===== src/rtl/gray_wptr_ctrl_pkg.sv =====
// Pointer helpers shared by both ends of the Gray-pointer crossing.
// Width-generic via a 32-bit carrier; callers zero-extend and truncate.
package gray_wptr_ctrl_pkg;

    localparam int PTR_MAX = 32;
    typedef logic [PTR_MAX-1:0] ptr_t;

    function automatic ptr_t bin2gray(ptr_t b);
        return b ^ (b >> 1);
    endfunction

    // Prefix XOR from the MSB down; zero upper bits leave the result unaffected.
    function automatic ptr_t gray2bin(ptr_t g);
        ptr_t b;
        b = '0;
        b[PTR_MAX-1] = g[PTR_MAX-1];
        for (int i = PTR_MAX - 2; i >= 0; i--) begin
            b[i] = b[i+1] ^ g[i];
        end
        return b;
    endfunction

    // Full when the top two bits differ and the rest match over an n-bit pointer.
    // The read side uses the same compare for empty by checking all-equal.
    function automatic logic ptr_full(ptr_t wg, ptr_t rg, int n);
        ptr_t mask;
        ptr_t top;
        mask = (ptr_t'(1) << n) - ptr_t'(1);
        top  = ptr_t'(3) << (n - 2);
        return ((wg ^ rg) & mask) == top;
    endfunction

endpackage


===== src/rtl/gray_wptr_ctrl_if.sv =====
// Producer-facing bundle of the write-side pointer controller.
interface gray_wptr_ctrl_if #(
    parameter int W_ADDR = 4
);
    // push is a request held by the producer; it is accepted on the clk edge
    // where wen = push & ~full is high, and refused (setting overflow) otherwise.
    logic              push;
    logic [W_ADDR:0]   rptr_gray;
    logic              wen;
    logic [W_ADDR-1:0] waddr;
    logic [W_ADDR:0]   wptr_gray;
    logic              full;
    logic [W_ADDR:0]   level;
    logic              overflow;

    modport master (
        output push, rptr_gray,
        input  wen, waddr, wptr_gray, full, level, overflow
    );

    modport slave (
        input  push, rptr_gray,
        output wen, waddr, wptr_gray, full, level, overflow
    );
endinterface


===== src/rtl/gray_wptr_ctrl_gray_decode.sv =====
// Combinational Gray-to-binary decoder for the synchronised read pointer.
module gray_wptr_ctrl_gray_decode
    import gray_wptr_ctrl_pkg::*;
#(
    parameter int N = 5
) (
    input  logic [N-1:0] g,
    output logic [N-1:0] b
);
    assign b = N'(gray2bin(ptr_t'(g)));
endmodule


===== src/rtl/gray_wptr_ctrl_gray_encode.sv =====
// Combinational binary-to-Gray encoder feeding the wptr_gray flops.
module gray_wptr_ctrl_gray_encode #(
    parameter int N = 5
) (
    input  logic [N-1:0] i,
    output logic [N-1:0] o
);
    assign o = i ^ (i >> 1);
endmodule


===== src/rtl/gray_wptr_ctrl.sv =====
// Write-side pointer controller: binary write pointer, registered Gray copy,
// and full / level / sticky overflow derived from the synchronised read pointer.
module gray_wptr_ctrl
    import gray_wptr_ctrl_pkg::*;
#(
    parameter int W_ADDR = 4
) (
    input  logic           clk,
    input  logic           rst,
    gray_wptr_ctrl_if.slave bus
);
    localparam int PTR_W = W_ADDR + 1;

    logic [PTR_W-1:0] wptr_bin;
    logic [PTR_W-1:0] wptr_gray_q;
    logic [PTR_W-1:0] wptr_next;
    logic [PTR_W-1:0] gray_next;
    logic [PTR_W-1:0] rptr_bin;
    logic             overflow_q;
    logic             full_c;
    logic             wen_c;

    assign wptr_next = wptr_bin + PTR_W'(1);

    gray_wptr_ctrl_gray_encode #(.N(PTR_W)) u_encode (
        .i (wptr_next),
        .o (gray_next)
    );

    gray_wptr_ctrl_gray_decode #(.N(PTR_W)) u_decode (
        .g (bus.rptr_gray),
        .b (rptr_bin)
    );

    // full compares the registered Gray pointer, so the published pointer and
    // the full decision always agree; a lagging rptr_gray only makes it pessimistic.
    assign full_c = ptr_full(ptr_t'(wptr_gray_q), ptr_t'(bus.rptr_gray), PTR_W);
    assign wen_c  = bus.push & ~full_c;

    always_ff @(posedge clk or posedge rst) begin
        if (rst) begin
            wptr_bin    <= '0;
            wptr_gray_q <= '0;
            overflow_q  <= 1'b0;
        end else begin
            if (wen_c) begin
                wptr_bin    <= wptr_next;
                wptr_gray_q <= gray_next;
            end
            if (bus.push & full_c) begin
                overflow_q <= 1'b1;
            end
        end
    end

    assign bus.wen       = wen_c;
    assign bus.waddr     = wptr_bin[W_ADDR-1:0];
    assign bus.wptr_gray = wptr_gray_q;
    assign bus.full      = full_c;
    assign bus.level     = wptr_bin - rptr_bin;
    assign bus.overflow  = overflow_q;

endmodule

===== src/flat_wrapper.sv =====
// flat-port wrapper written by rule: the top's interface ports become plain ports
module gray_wptr_ctrl_flat import gray_wptr_ctrl_pkg::*;
#(
    parameter int W_ADDR = 4
)
  (clk, rst, bus_push, bus_rptr_gray, bus_wen, bus_waddr, bus_wptr_gray, bus_full, bus_level, bus_overflow);
  gray_wptr_ctrl_if #(.W_ADDR(W_ADDR)) bus_i ();
  input  logic clk;
  input  logic rst;
  input wire logic [$bits(bus_i.push)-1:0] bus_push;
  input wire logic [$bits(bus_i.rptr_gray)-1:0] bus_rptr_gray;
  output wire logic [$bits(bus_i.wen)-1:0] bus_wen;
  output wire logic [$bits(bus_i.waddr)-1:0] bus_waddr;
  output wire logic [$bits(bus_i.wptr_gray)-1:0] bus_wptr_gray;
  output wire logic [$bits(bus_i.full)-1:0] bus_full;
  output wire logic [$bits(bus_i.level)-1:0] bus_level;
  output wire logic [$bits(bus_i.overflow)-1:0] bus_overflow;
  assign bus_i.push = bus_push;
  assign bus_i.rptr_gray = bus_rptr_gray;
  assign bus_wen = bus_i.wen;
  assign bus_waddr = bus_i.waddr;
  assign bus_wptr_gray = bus_i.wptr_gray;
  assign bus_full = bus_i.full;
  assign bus_level = bus_i.level;
  assign bus_overflow = bus_i.overflow;
  gray_wptr_ctrl #(.W_ADDR(W_ADDR)) u_core (.clk(clk), .rst(rst), .bus(bus_i));
endmodule

===== config.mk =====
export PLATFORM = sky130hd
export DESIGN_NAME = gray_wptr_ctrl_flat
export DESIGN_NICKNAME = d
export VERILOG_FILES = /design/src/rtl/gray_wptr_ctrl_pkg.sv /design/src/rtl/gray_wptr_ctrl_if.sv /design/src/rtl/gray_wptr_ctrl_gray_decode.sv /design/src/rtl/gray_wptr_ctrl_gray_encode.sv /design/src/rtl/gray_wptr_ctrl.sv /design/src/flat_wrapper.sv
export SDC_FILE = /design/constraint.sdc
export NUM_CORES = 1
export LEC_CHECK = 0
export CORE_MARGIN = 1
export CORE_UTILIZATION = 30
export DETAILED_ROUTE_END_ITERATION = 10
export PLACE_DENSITY = 0.6
export SYNTH_ARGS = -nofsm -noshare
export SYNTH_HDL_FRONTEND = slang
export SYNTH_SLANG_ARGS = --single-unit

===== constraint.sdc =====
create_clock -name clk -period 3.38 [get_ports clk]
set_clock_uncertainty 0.15 [all_clocks]
set_input_delay 0.338 -clock clk [delete_from_list [all_inputs] [get_ports clk]]
set_output_delay 0.338 -clock clk [all_outputs]
set_load 0.01 [all_outputs]

After elaboration in Yosys (flattened, before gate mapping)
Cells that the tools add are included.
W data, S select, Z words.
{"block": "classes", "n_addsub": 2, "n_mul": 0, "div_mod_pow": 0, "magnitude_cmp": 0, "n_eq_ne": 1, "shift": 0, "muxes": 0, "bitwise": 9, "n_reduce_logical": 0}
{"op": "$add A5 B1 Y5 const B", "count": 1}
{"op": "$eq A5 B5 Y1 const B", "count": 1}
{"op": "$sub A5 B5 Y5", "count": 1}
{"op": "$xor A5 B4 Y5", "count": 1}
{"op": "$xor A5 B5 Y5", "count": 1}
{"op": "$xor A1 B1 Y1", "count": 4}
{"op": "$and A1 B1 Y1", "count": 2}
{"op": "$not A1 Y1", "count": 1}
{"block": "word_totals", "register_bits": 11, "latch_bits": 0, "ramBits": 0, "rom_bits": 0, "inputBits": 8, "output_inout_bits": 17, "n_memories": 0}

Longest topological paths before layout
{"block": "depth", "ltp_word": 5, "mapped_depth": 10, "depth_no_buf": 10}

Modules after synthesis
From an unflattened synthesis, not the netlist that was laid out.
{"block": "hier_totals", "cells_unflattened": 79, "area_unflattened_um2": 853.3}
{"module": "gray_wptr_ctrl", "n_inst": 1, "cells_per_inst": 68, "area_each_um2": 738.2, "seq_area_each_um2": 275.3}
{"module": "gray_wptr_ctrl_gray_decode", "n_inst": 1, "cells_per_inst": 6, "area_each_um2": 72.6, "seq_area_each_um2": 0.0}
{"module": "gray_wptr_ctrl_gray_encode", "n_inst": 1, "cells_per_inst": 5, "area_each_um2": 42.5, "seq_area_each_um2": 0.0}

Least setup slack after synthesis
No wires, ideal clock.
{"block": "synth_timing", "path_type": "input to output", "from": "input bus_rptr_gray[4]", "to": "output bus_level[4]", "t_arrival_ns": 2.197, "required_ns": 2.892, "setup_slack_ns": 0.695, "stages": 10, "n_path_buf": 0, "path_cell_list": "xnor2_2 xor2_2 xor2_2 xnor2_1 ha_1 inv_1 fa_1 a21o_1 a21oi_1 xnor2_1"}
{"block": "synth_between", "elab_chain_len": 5}
{"element": "start, declared", "line": "flat_wrapper.sv:11", "text": "input wire logic [$bits(bus_i.rptr_gray)-1:0] bus_rptr_gray;"}
{"element": "$xor A1 B1 Y1 (4 in a row)", "line": "gray_wptr_ctrl_pkg.sv:18", "text": "b[i] = b[i+1] ^ g[i];"}
{"element": "$sub A5 B5 Y5 (*)", "line": "gray_wptr_ctrl.sv:60", "text": "assign bus.level = wptr_bin - rptr_bin;"}
{"element": "end, declared", "line": "flat_wrapper.sv:16", "text": "output wire logic [$bits(bus_i.level)-1:0] bus_level;"}
Mark *: on every way between the ends. The rest lies on a longest branch, timed or not.

Final worst setup path
Same ends and word-level chain as after synthesis.

==> flow_summary.toml <==
[synthesis]
netlist_instances = 67
ys_seq_area_share_pct = 32.8
synth_area_per_cell_um2 = 11.4
ys_warn_count = 0
syn_area_um2 = 762
synth_nets = 81
synth_cell_types = 21
ys_ff_latch = 10

[sta]
final.period_utilization_pct = 91.6
finalCriticalPeriod_ns = 3.10
max-slew-margin-rel_pct = 73.0
slew_violations = 0
postLayoutSetupSlackWorst_ns = 0.283
fmax_mhz = 323
rsz0062_at_grt = "false"
setup_viol = 0
tightest_slew_ns = 0.403
hold_violations = 0

[cts]
path_clk_slew_ns = 0.06
cts-root-buf = "clkbuf_4"
hold_buffers = 0
max-clock-path-buffers = 2
htreeDepth = 1
cts.sinks = 10
worst_skew_pair.late_latency_ns = 0.27
cts_buffers = 3
cts_tree = "done"

[power_and_ir_drop]
power_density_nw_per_um2 = 1050
p_int_uw = 714
p_leak_uw = 0.000509
switching_power_uw = 469
switching_share_pct = 39.6
pwr-share-comb_pct = 68.7
total_power_uw = 1180
clkPwrFrac_pct = 6.9
vdd_drop_max_v = 0.000539
seq_power_share_pct = 24.4

[cells_and_area]
area_growth_pct = 47.8
drive_above_1_share_pct = 23.8
antennaDiodeCount = 0
nets = 117
n_fill_cell = 236
finish.instance_area_um2 = 1130

[drt]
final_antenna_net_count = 0
drt_iter0_drc = 0
totalWireLength_um = 1630
wl_met3_um = 84
dr_wl_met2_um = 827
drc = 0
first_pass_iters = 1
viasPerCell = 4.67
met1_length_um = 674
num_vias = 603
dr.max_layer_used = "met4"
routedWlPerCell_um = 12.6

[placed_design]
placed_area_um2 = 1090
dpl.hpwl_um = 1320
place_congestion = 0.693
io_buffers = 24
place_ws_ns = -0.374

[critical_path]
reg2reg_slack_ns = 1.58
worstSetupPathType = "in -> out"
crit_path_end_kind = "output pin"
crit_start = "bus_rptr_gray[4]"
crit_family = "XOR/XNOR gates"
r2r_start = "u_core.wptr_bin[0]"
start_kind = "input pin"
worst-path-stages = 12
cp_slowest_cell = "fa_1"
crit_fanout = 2
endpoint = "bus_level[4]"
r2r_cells = 5
cp.arrival_ns = 2.61
cp.buffers_inverters = 3
crit_required_ns = 2.89
r2r-end = "u_core.bus.wptr_gray[3]"
path_cells = "dlymetal6s2s_1 > xnor2_2 > xor2_2 > xor2_2 > xnor2_1 > ha_2 > inv_1 > fa_1 > a21o_1 > a21oi_1 > xnor2_1 > clkdlybuf4s15_2"
slowest_delay_ns = 0.40

[hold_path]
hold_class = "in -> async"

[floorplan]
die_w_um = 52.4
core-area_um2 = 2300
io_pins = 25
initial_utilization_pct = 33.2
die_h_um = 52.4
rows = 17
die_area_um2 = 2750

[global_routing]
grt_first_pass_wirelength_um = 2770
grt_max_degree = 11
grt_usage_pct = 14.0
grt-ovfl-total = 0
grt_antenna_before_repair = 0
first_global_vias = 655

[outcome]
status = "completed"

[flow_run]
maxCapViolations = 0
==> registers in the layout, indices dropped and copies added (netlist names) <==
name,count
u_core.bus.overflow,1
u_core.bus.wptr_gray,5
u_core.wptr_bin,4
==> cells by family after synthesis <==
logic type / after synthesis / share of synthesized area (%)
multiplexers: 5 / 7.39
buffers and inverters: 6 / 2.96
adder cells (fa/ha/maj): 6 / 10.8
AO/OA/AOI/OAI: 11 / 11.2
AND/OR/NAND/NOR: 7 / 5.58
XOR/XNOR: 22 / 29.2
flip-flops: 10 / 32.8
==> power groups by stage <==
| stage | Sequential (uW) | Combinational (uW) | Clock (uW) |
|---|---|---|---|
| finish | 288 | 813 | 81.6 |
| global route | 302 | 901 | 88.4 |
| CTS | 290 | 829 | 84.7 |
| detailed placement | 292 | 838 | 0 |
| global placement | 288 | 820 | 0 |
| floorplan | 289 | 473 | 0 |
==> final cells by class <==
type                    instances  area, um^2  area share [%]
clock buffers                   3        22.5            2.00
inverters                       5        18.8            1.67
multi-input cells              51         492            43.7
flip-flops and latches         10         250            22.2
well taps                      28        35.0            3.11
repair buffers                 32         308            27.3
==> how the worst min path moves through the flow <==
stage	cells past startpoint	start	end	slack [ns]
5_1_grt	2	rst	u_core.bus.wptr_gray[3]	0.25
3_5_place_dp	1	u_core.bus.overflow	u_core.bus.overflow	0.30
4_1_cts	2	rst	u_core.bus.wptr_gray[3]	0.21
3_3_place_gp	1	u_core.bus.overflow	u_core.bus.overflow	0.29
2_1_floorplan	1	rst	u_core.bus.overflow	0.03
6_report	2	rst	u_core.wptr_bin[0]	0.20
==> metal layers <==
layer / global-route usage [%] / vias up
met2: 25.5 / 18
li1: - / 300
met1: 15.3 / 280
met4: 7.89 / 0
met5: 0 / -
met3: 2.03 / 5
==> per-stage QoR <==
step                      util [%]  std cells  setup TNS [ns]  hold WS [ns]
final                         49.0        129               0         0.197
after global routing          49.0        129               0         0.249
after CTS                     48.6        129         -0.0429         0.209
after detailed placement      47.3        125          -0.567         0.296
after global placement        47.3        125          -0.491         0.290
after floorplan                  -         67               0        0.0282
==> cells in the final DEF, fill, tap and decap left out <==
cell	instances
a21boi_0	1
a21o_1	3
a21oi_1	2
and3_1	2
buf_4	8
clkbuf_4	3
clkdlybuf4s15_2	1
clkdlybuf4s50_1	19
dfrtp_1	10
dlygate4sd2_1	1
dlymetal6s2s_1	3
fa_1	1
ha_1	4
ha_2	1
inv_1	5
mux2_2	5
nand2_1	2
nand4_1	1
nand4_2	1
nor2_1	1
o211ai_1	3
o21ai_4	1
o22ai_1	1
xnor2_1	15
xnor2_2	2
xor2_1	3
xor2_2	2
==> Yosys cell counts <==
| master | n | area (um^2) |
|---|---|---|
| a21boi_0 | 1 | 7.51 |
| a21o_1 | 3 | 22.5 |
| a21oi_1 | 2 | 10.0 |
| and3_1 | 2 | 12.5 |
| clkbuf_1 | 1 | 3.75 |
| dfrtp_1 | 10 | 250 |
| fa_1 | 1 | 20.0 |
| ha_1 | 5 | 62.6 |
| inv_1 | 5 | 18.8 |
| mux2_2 | 5 | 56.3 |
| nand2_1 | 2 | 7.51 |
| nand4_1 | 1 | 6.26 |
| nand4_2 | 1 | 12.5 |
| nor2_1 | 1 | 3.75 |
| o211ai_1 | 3 | 22.5 |
| o21ai_4 | 1 | 16.3 |
| o22ai_1 | 1 | 6.26 |
| xnor2_1 | 15 | 131 |
| xnor2_2 | 2 | 32.5 |
| xor2_1 | 3 | 26.3 |
| xor2_2 | 2 | 32.5 |
==> repair_timing <==
action | in CTS | in global routing
setup endpoints to repair | 2 | 4
pin swaps | 2 | 3
setup buffers | 1 | 0
resized for setup | 4 | 4
(Power assumes the default switching activity.)
